**src/rtl/cp0_if.sv**
```systemverilog
// Controller <-> coprocessor-0 bus: MTC0/MFC0 access, interrupt inputs and the
// PC redirect back to the fetch/ID stages.
interface cp0_if;
   logic [1:0]  cp_oper;
   logic [4:0]  addr_w;
   logic [31:0] data_w;
   logic [4:0]  addr_r;
   logic [31:0] data_r;
   logic        ir_en;
   logic        ir_in;
   logic [31:0] ret_addr;
   logic        id_valid;
   logic        stall;
   logic        jump_en;
   logic [31:0] jump_addr;

   modport master (
      output cp_oper, addr_w, data_w, addr_r, ir_en, ir_in, ret_addr, id_valid, stall,
      input  data_r, jump_en, jump_addr
   );
   modport slave (
      input  cp_oper, addr_w, data_w, addr_r, ir_en, ir_in, ret_addr, id_valid, stall,
      output data_r, jump_en, jump_addr
   );
endinterface

```
**src/rtl/cp0_unit.sv**
```systemverilog
// Coprocessor 0: STATUS/CAUSE/EPC/COUNT/COMPARE/EBASE, external + timer
// interrupts, MTC0/MFC0/ERET, and the PC redirect for interrupt entry/return.
module cp0_unit #(
   parameter logic [31:0] HANDLER_ADDR = 32'h0000_0040,
   parameter int          SYNC_STAGES  = 2
) (
   input logic   clk,
   input logic   rst,
   cp0_if.slave  bus
);
   localparam logic [1:0] OP_STORE = 2'd1;
   localparam logic [1:0] OP_ERET  = 2'd2;

   // EXL is the state bit itself
   typedef enum logic {NORMAL = 1'b0, HANDLER = 1'b1} state_t;
   state_t state;

   logic [SYNC_STAGES-1:0] ir_sync;
   logic                   ir_prev;
   logic [31:0]            count, compare, epc, ebase;
   logic                   ie, ip2, ip7;
   logic [7:0]             im;
   logic [4:0]             exc_code;

   logic        exl, commit, take, eret, mtc0, ir_rise;
   logic [7:0]  ip;
   logic [31:0] status_q, cause_q;

   assign exl      = (state == HANDLER);
   assign ip       = {ip7, 4'b0, ip2, 2'b0};
   assign status_q = {16'b0, im, 6'b0, exl, ie};
   assign cause_q  = {16'b0, ip7, 4'b0, ip2, 3'b0, exc_code, 2'b0};
   assign ir_rise  = ir_sync[SYNC_STAGES-1] & ~ir_prev;

   assign commit = bus.id_valid & ~bus.stall & ~rst;
   assign eret   = commit & (bus.cp_oper == OP_ERET);
   assign take   = commit & bus.ir_en & ie & ~exl & (|(ip & im)) & (bus.cp_oper != OP_ERET);
   // a taken interrupt flushes ID, so its MTC0 never lands
   assign mtc0   = commit & (bus.cp_oper == OP_STORE) & ~take;

   assign bus.jump_en   = take | eret;
   assign bus.jump_addr = take ? ebase : (eret ? epc : 32'h0);

   always_comb begin
      bus.data_r = 32'h0;
      case (bus.addr_r)
         5'd9:    bus.data_r = count;
         5'd11:   bus.data_r = compare;
         5'd12:   bus.data_r = status_q;
         5'd13:   bus.data_r = cause_q;
         5'd14:   bus.data_r = epc;
         5'd15:   bus.data_r = ebase;
         default: bus.data_r = 32'h0;
      endcase
   end

   always_ff @(posedge clk) begin
      if (rst) begin
         state    <= NORMAL;
         ir_sync  <= '0;
         ir_prev  <= 1'b0;
         count    <= 32'h0;
         compare  <= 32'hFFFF_FFFF;
         epc      <= 32'h0;
         ebase    <= HANDLER_ADDR;
         ie       <= 1'b0;
         im       <= 8'h0;
         ip2      <= 1'b0;
         ip7      <= 1'b0;
         exc_code <= 5'h0;
      end else begin
         ir_sync <= {ir_sync[SYNC_STAGES-2:0], bus.ir_in};
         ir_prev <= ir_sync[SYNC_STAGES-1];

         count <= (mtc0 && bus.addr_w == 5'd9) ? bus.data_w : count + 32'd1;

         // a COMPARE write acknowledges the timer even on a same-cycle match
         if (mtc0 && bus.addr_w == 5'd11) begin
            compare <= bus.data_w;
            ip7     <= 1'b0;
         end else if (count == compare) begin
            ip7 <= 1'b1;
         end

         if (ir_rise)
            ip2 <= 1'b1;
         else if (mtc0 && bus.addr_w == 5'd13)
            ip2 <= bus.data_w[10];

         if (mtc0 && bus.addr_w == 5'd12) begin
            ie <= bus.data_w[0];
            im <= bus.data_w[15:8];
         end
         if (mtc0 && bus.addr_w == 5'd15)
            ebase <= bus.data_w;

         if (take) begin
            epc      <= bus.ret_addr;
            exc_code <= 5'h0;
         end else if (mtc0 && bus.addr_w == 5'd14) begin
            epc <= bus.data_w;
         end

         case (state)
            NORMAL:  if (take || (mtc0 && bus.addr_w == 5'd12 && bus.data_w[1]))
                        state <= HANDLER;
            HANDLER: if (eret || (mtc0 && bus.addr_w == 5'd12 && !bus.data_w[1]))
                        state <= NORMAL;
            default: state <= NORMAL;
         endcase
      end
   end
endmodule

```
**src/flat_wrapper.sv**
```systemverilog
// flat-port wrapper written by rule: the top's interface ports become plain ports
module cp0_unit_flat 
#(
   parameter logic [31:0] HANDLER_ADDR = 32'h0000_0040,
   parameter int          SYNC_STAGES  = 2
)
  (clk, rst, bus_cp_oper, bus_addr_w, bus_data_w, bus_addr_r, bus_ir_en, bus_ir_in, bus_ret_addr, bus_id_valid, bus_stall, bus_data_r, bus_jump_en, bus_jump_addr);
  cp0_if bus_i ();
  input logic clk;
  input logic rst;
  input wire logic [$bits(bus_i.cp_oper)-1:0] bus_cp_oper;
  input wire logic [$bits(bus_i.addr_w)-1:0] bus_addr_w;
  input wire logic [$bits(bus_i.data_w)-1:0] bus_data_w;
  input wire logic [$bits(bus_i.addr_r)-1:0] bus_addr_r;
  input wire logic [$bits(bus_i.ir_en)-1:0] bus_ir_en;
  input wire logic [$bits(bus_i.ir_in)-1:0] bus_ir_in;
  input wire logic [$bits(bus_i.ret_addr)-1:0] bus_ret_addr;
  input wire logic [$bits(bus_i.id_valid)-1:0] bus_id_valid;
  input wire logic [$bits(bus_i.stall)-1:0] bus_stall;
  output wire logic [$bits(bus_i.data_r)-1:0] bus_data_r;
  output wire logic [$bits(bus_i.jump_en)-1:0] bus_jump_en;
  output wire logic [$bits(bus_i.jump_addr)-1:0] bus_jump_addr;
  assign bus_i.cp_oper = bus_cp_oper;
  assign bus_i.addr_w = bus_addr_w;
  assign bus_i.data_w = bus_data_w;
  assign bus_i.addr_r = bus_addr_r;
  assign bus_i.ir_en = bus_ir_en;
  assign bus_i.ir_in = bus_ir_in;
  assign bus_i.ret_addr = bus_ret_addr;
  assign bus_i.id_valid = bus_id_valid;
  assign bus_i.stall = bus_stall;
  assign bus_data_r = bus_i.data_r;
  assign bus_jump_en = bus_i.jump_en;
  assign bus_jump_addr = bus_i.jump_addr;
  cp0_unit #(.HANDLER_ADDR(HANDLER_ADDR), .SYNC_STAGES(SYNC_STAGES)) u_core (.clk(clk), .rst(rst), .bus(bus_i));
endmodule
```
**config.mk**
```make
export PLATFORM = sky130hd
export DESIGN_NAME = cp0_unit_flat
export DESIGN_NICKNAME = d
export VERILOG_FILES = /design/src/rtl/cp0_if.sv /design/src/rtl/cp0_unit.sv /design/src/flat_wrapper.sv
export SDC_FILE = /design/constraint.sdc
export NUM_CORES = 1
export LEC_CHECK = 0
export BUFFER_PORTS_ARGS = -buffer_cell sky130_fd_sc_hd__buf_2
export CELL_PAD_IN_SITES_DETAIL_PLACEMENT = 1
export CELL_PAD_IN_SITES_GLOBAL_PLACEMENT = 2
export CORE_ASPECT_RATIO = 0.6
export CORE_MARGIN = 10
export CORE_UTILIZATION = 35
export CTS_BUF_LIST = sky130_fd_sc_hd__clkbuf_8
export DETAILED_ROUTE_END_ITERATION = 8
export GPL_TIMING_DRIVEN = 0
export PLACE_DENSITY_LB_ADDON = 0.05
export SLEW_MARGIN = 30
export SYNTH_ARGS = -nofsm -noshare
export SYNTH_HDL_FRONTEND = slang
export SYNTH_SLANG_ARGS = --single-unit
```
**constraint.sdc**
```tcl
create_clock -name clk -period 4.3 [get_ports clk]
set_clock_uncertainty 0.15 [all_clocks]
set_input_delay 0.86 -clock clk [delete_from_list [all_inputs] [get_ports clk]]
set_output_delay 0.86 -clock clk [all_outputs]
set_load 0.01 [all_outputs]
```
==> impl_metrics.py <==
metrics = {
    "logic_synthesis": {
        "synth_area_leader_cell": "dfxtp_1",
        "synth-compound-area-share_pct": 22.3,
        "synth_fa_ha_area_share_pct": 0.165,
        "synth_top_family_by_area": "compound AO/OA/AOI/OAI gates",
        "ys_types": 47,
        "syn_area_per_cell_um2": 9.12,
        "synth_commonest_cells": "143 x dfxtp_1, 83 x nand2_1, 78 x mux2i_1, 78 x nor2_1, 46 x clkbuf_1",
        "async_reset_ff_share_pct": 0,
        "synth_edf_count": 0,
        "yosys.area_share.simple_pct": 17.8,
        "synth_fp_nets": 916,
        "yosys_register_bits": 143,
        "synth.top_cell.area_share_pct": 37.7,
        "synthesis.area_mm2": 0.00760,
        "synth.most_common_cell": "dfxtp_1",
        "syn_inst": 833,
        "synth_ff_type": "dfxtp_1",
        "ys_top_cells_by_area": "dfxtp_1 38%, mux2i_1 10%, xnor2_1 5.0%",
        "ys_seq_area_share_pct": 37.7,
        "ys_warn_count": 0,
        "synthMuxAreaShare_pct": 10.3,
        "synth-xor-area-share_pct": 7.15,
    },
    "clock_network": {
        "cts_sinks": 143,
        "cts_hold_buf": 0,
        "cts_buffer_depth": 2,
        "postCtsSetupBuffers": 0,
        "h-tree-depth": 4,
        "path_clk_slew_ns": 0.08,
        "cts_made_buffers": 17,
        "clock_tree.root_cell": "clkbuf_8",
        "clock_latency_ns": 0.48,
        "cts_tree": "built",
    },
    "power_and_ir_drop": {
        "ir_worst_vdd_mv": 0.202,
        "leakagePower_nw": 3.47,
        "p_per_area_mw_per_mm2": 302,
    },
    "floorplanning": {
        "dieArea_mm2": 0.0282,
        "fp.dieW_um": 210,
        "pin_count": 147,
        "rows": 41,
        "die_y_um": 134,
        "initial_utilization_pct": 35.9,
        "core_area_mm2": 0.0212,
    },
    "detailed_routing": {
        "drtIter0Drc": 641,
        "drc": 0,
        "detail_route.wl_per_cell_um": 25.6,
        "dr_total_vias": 7427,
        "dr.pass1.iters": 6,
        "ant_nets": 0,
        "wirelength_mm": 32.9,
        "vias_per_cell": 5.78,
    },
    "layout": {
        "drive_above_1_share_pct": 24.0,
        "areaGrowthSynthToFinish_pct": 20.2,
        "fin_util_pct": 43.1,
        "antennaDiodeCount": 0,
        "fin_nets": 1078,
        "final_cells": 1285,
    },
    "global_route": {
        "antenna_found_initial": 0,
        "grt_pass1_vias": 7404,
        "grtUsageTotal_pct": 22.8,
        "grt_max_degree": 17,
        "grt_pass1_wl_mm": 48.2,
        "grt_overflow_total": 0,
    },
    "place": {
        "io_buffers": 143,
        "hpwl_mm": 24.8,
        "dp_cells": 1255,
        "gp_congestion": 0.845,
        "pre_cts_slack_ns": -0.560,
    },
    "sta": {
        "post-route-min-period_ns": 4.26,
        "fin_ws_ns": 0.0366,
        "rsz0062_at_grt": "false",
        "drv_slew": 0,
        "whs_ns": 0.297,
        "slew_headroom_pct": 30.9,
        "worst_pin_slew_ns": 1.04,
        "setup_viol": 0,
        "max_freq_mhz": 235,
        "hold_viol": 0,
        "finalSetupTns_ns": 0,
        "fin_crit_sh_pct": 99.1,
    },
    "critical_path": {
        "critical_path_required_ns": 3.29,
        "startpoint_type": "input port",
        "path_common_cell": "buf_2",
        "critPathMaxFanout": 10,
        "path_class": "input port to output port",
        "crit_start": "rst",
        "cp_data_arrival_time_ns": 3.25,
        "reg2reg_from": "u_core.ip7$_SDFFE_PP0N_",
        "cp-end-kind": "output port",
        "path_cells": "buf_2 > or3b_1 > buf_2 > nor3b_2 > clkbuf_1 > a22o_1 > buf_2",
        "crit_slowest_cell": "nor3b_2",
        "rr_worst_depth": 7,
        "endpoint": "bus_jump_addr[9]",
        "crit_path_max_incr_delay_ns": 0.68,
        "regToRegSetupSlack_ns": 1.38,
        "r2r_end": "u_core.compare[25]$_SDFFE_PP1P_",
    },
    "worst_hold_path": {
        "min_path_type": "flip-flop to flip-flop",
    },
    "run": {
        "max_cap_viol_count": 0,
    },
    "outcome": {
        "status": "finished, final reports clean",
    },
}
worst min path at each step:
stage / slack [ns] / cells after the start / startpoint / to
detailed placement: 0.29 / 1 / u_core.ir_sync[0]$_SDFF_PP0_ / u_core.ir_sync[1]$_SDFF_PP0_
global placement: 0.26 / 1 / u_core.ir_sync[0]$_SDFF_PP0_ / u_core.ir_sync[1]$_SDFF_PP0_
floorplan: 0.26 / 1 / u_core.ir_sync[0]$_SDFF_PP0_ / u_core.ir_sync[1]$_SDFF_PP0_
CTS: 0.30 / 1 / u_core.ir_sync[0]$_SDFF_PP0_ / u_core.ir_sync[1]$_SDFF_PP0_
finish: 0.30 / 1 / u_core.ir_sync[0]$_SDFF_PP0_ / u_core.ir_sync[1]$_SDFF_PP0_
global route: 0.32 / 1 / u_core.ir_sync[0]$_SDFF_PP0_ / u_core.ir_sync[1]$_SDFF_PP0_
power breakdown:
part           leakage (nW)  switching, W  total [W]  internal (W)
Combinational          2.09      0.000135   0.000205     0.0000697
Sequential             1.15    0.00000580    0.00133       0.00133
Clock                 0.231      0.000541    0.00122      0.000680
cells by family (layout without fill, tap and decap cells):
group | after synthesis | in the layout
flip-flops | 143 | 143
AND/OR/NAND/NOR | 271 | 271
multiplexers | 78 | 78
adder cells (fa/ha/maj) | 1 | 1
XOR/XNOR | 62 | 62
buffers and inverters | 80 | 253
AO/OA/AOI/OAI | 198 | 198
flip-flops by register name, indices dropped and copies added (netlist names):
register,count
u_core.compare,32
u_core.count,32
u_core.ebase,32
u_core.epc,32
u_core.im,8
u_core.ir_sync,2
u_core.exl,1
u_core.ie,1
u_core.ip2,1
u_core.ip7,1
u_core.ir_prev,1
area by class of cell:
cell class              instances  area, um2
fillers                      2529      12100
multi-input cells             610       4410
flip-flops and latches        143       2860
repair buffers                143        716
plain buffers                  78        359
well taps                     279        349
clock buffers                  21        289
clock inverters                 9        141
inverters                       2       7.51
worst max-delay path: cells and delay by family:
kind | cells | cell delay (ns)
compound gates | 1 | 0.25
simple gates | 2 | 1.07
buf+inv | 4 | 1.06
per-stage QoR:
stage / power, W / cell area (um2)
2_1_floorplan: 0.00145 / 7600
3_3_place_gp: 0.00157 / 8660
3_5_place_dp: 0.00157 / 8690
4_1_cts: 0.00278 / 9130
5_1_grt: 0.00285 / 9130
6_report: 0.00276 / 9130
placed cells by master, fill, tap and decap left out, drive strengths merged, types with 22 or more instances in the layout:
cell type	synthesis	layout
clkbuf	46	67
a211oi	31	31
buf	32	175
a22o	32	32
nor2b	37	37
a21oi	33	33
dfxtp	143	143
nor2	78	78
a211o	32	32
o22ai	22	22
mux2i	78	78
a222oi	32	32
nand2	83	83
xnor2	43	43
metal layers:
layer  vias to the layer above  track usage (%)  part of all wire (%)
li1                       3417                -                     -
met2                       236             33.4                    42
met4                         0             4.61                  0.86
met3                        23             5.91                   7.5
met1                      3751             32.7                    50
met5                         -                0                     0
what timing repair did:
item / in CTS / in global routing
resized for setup: 7 / 2
pin swaps: 0 / 1
endpoints found under the setup margin: 32 / 3
gates cloned: 0 / 0
No activity file was read; power rests on OpenSTA's default activity.
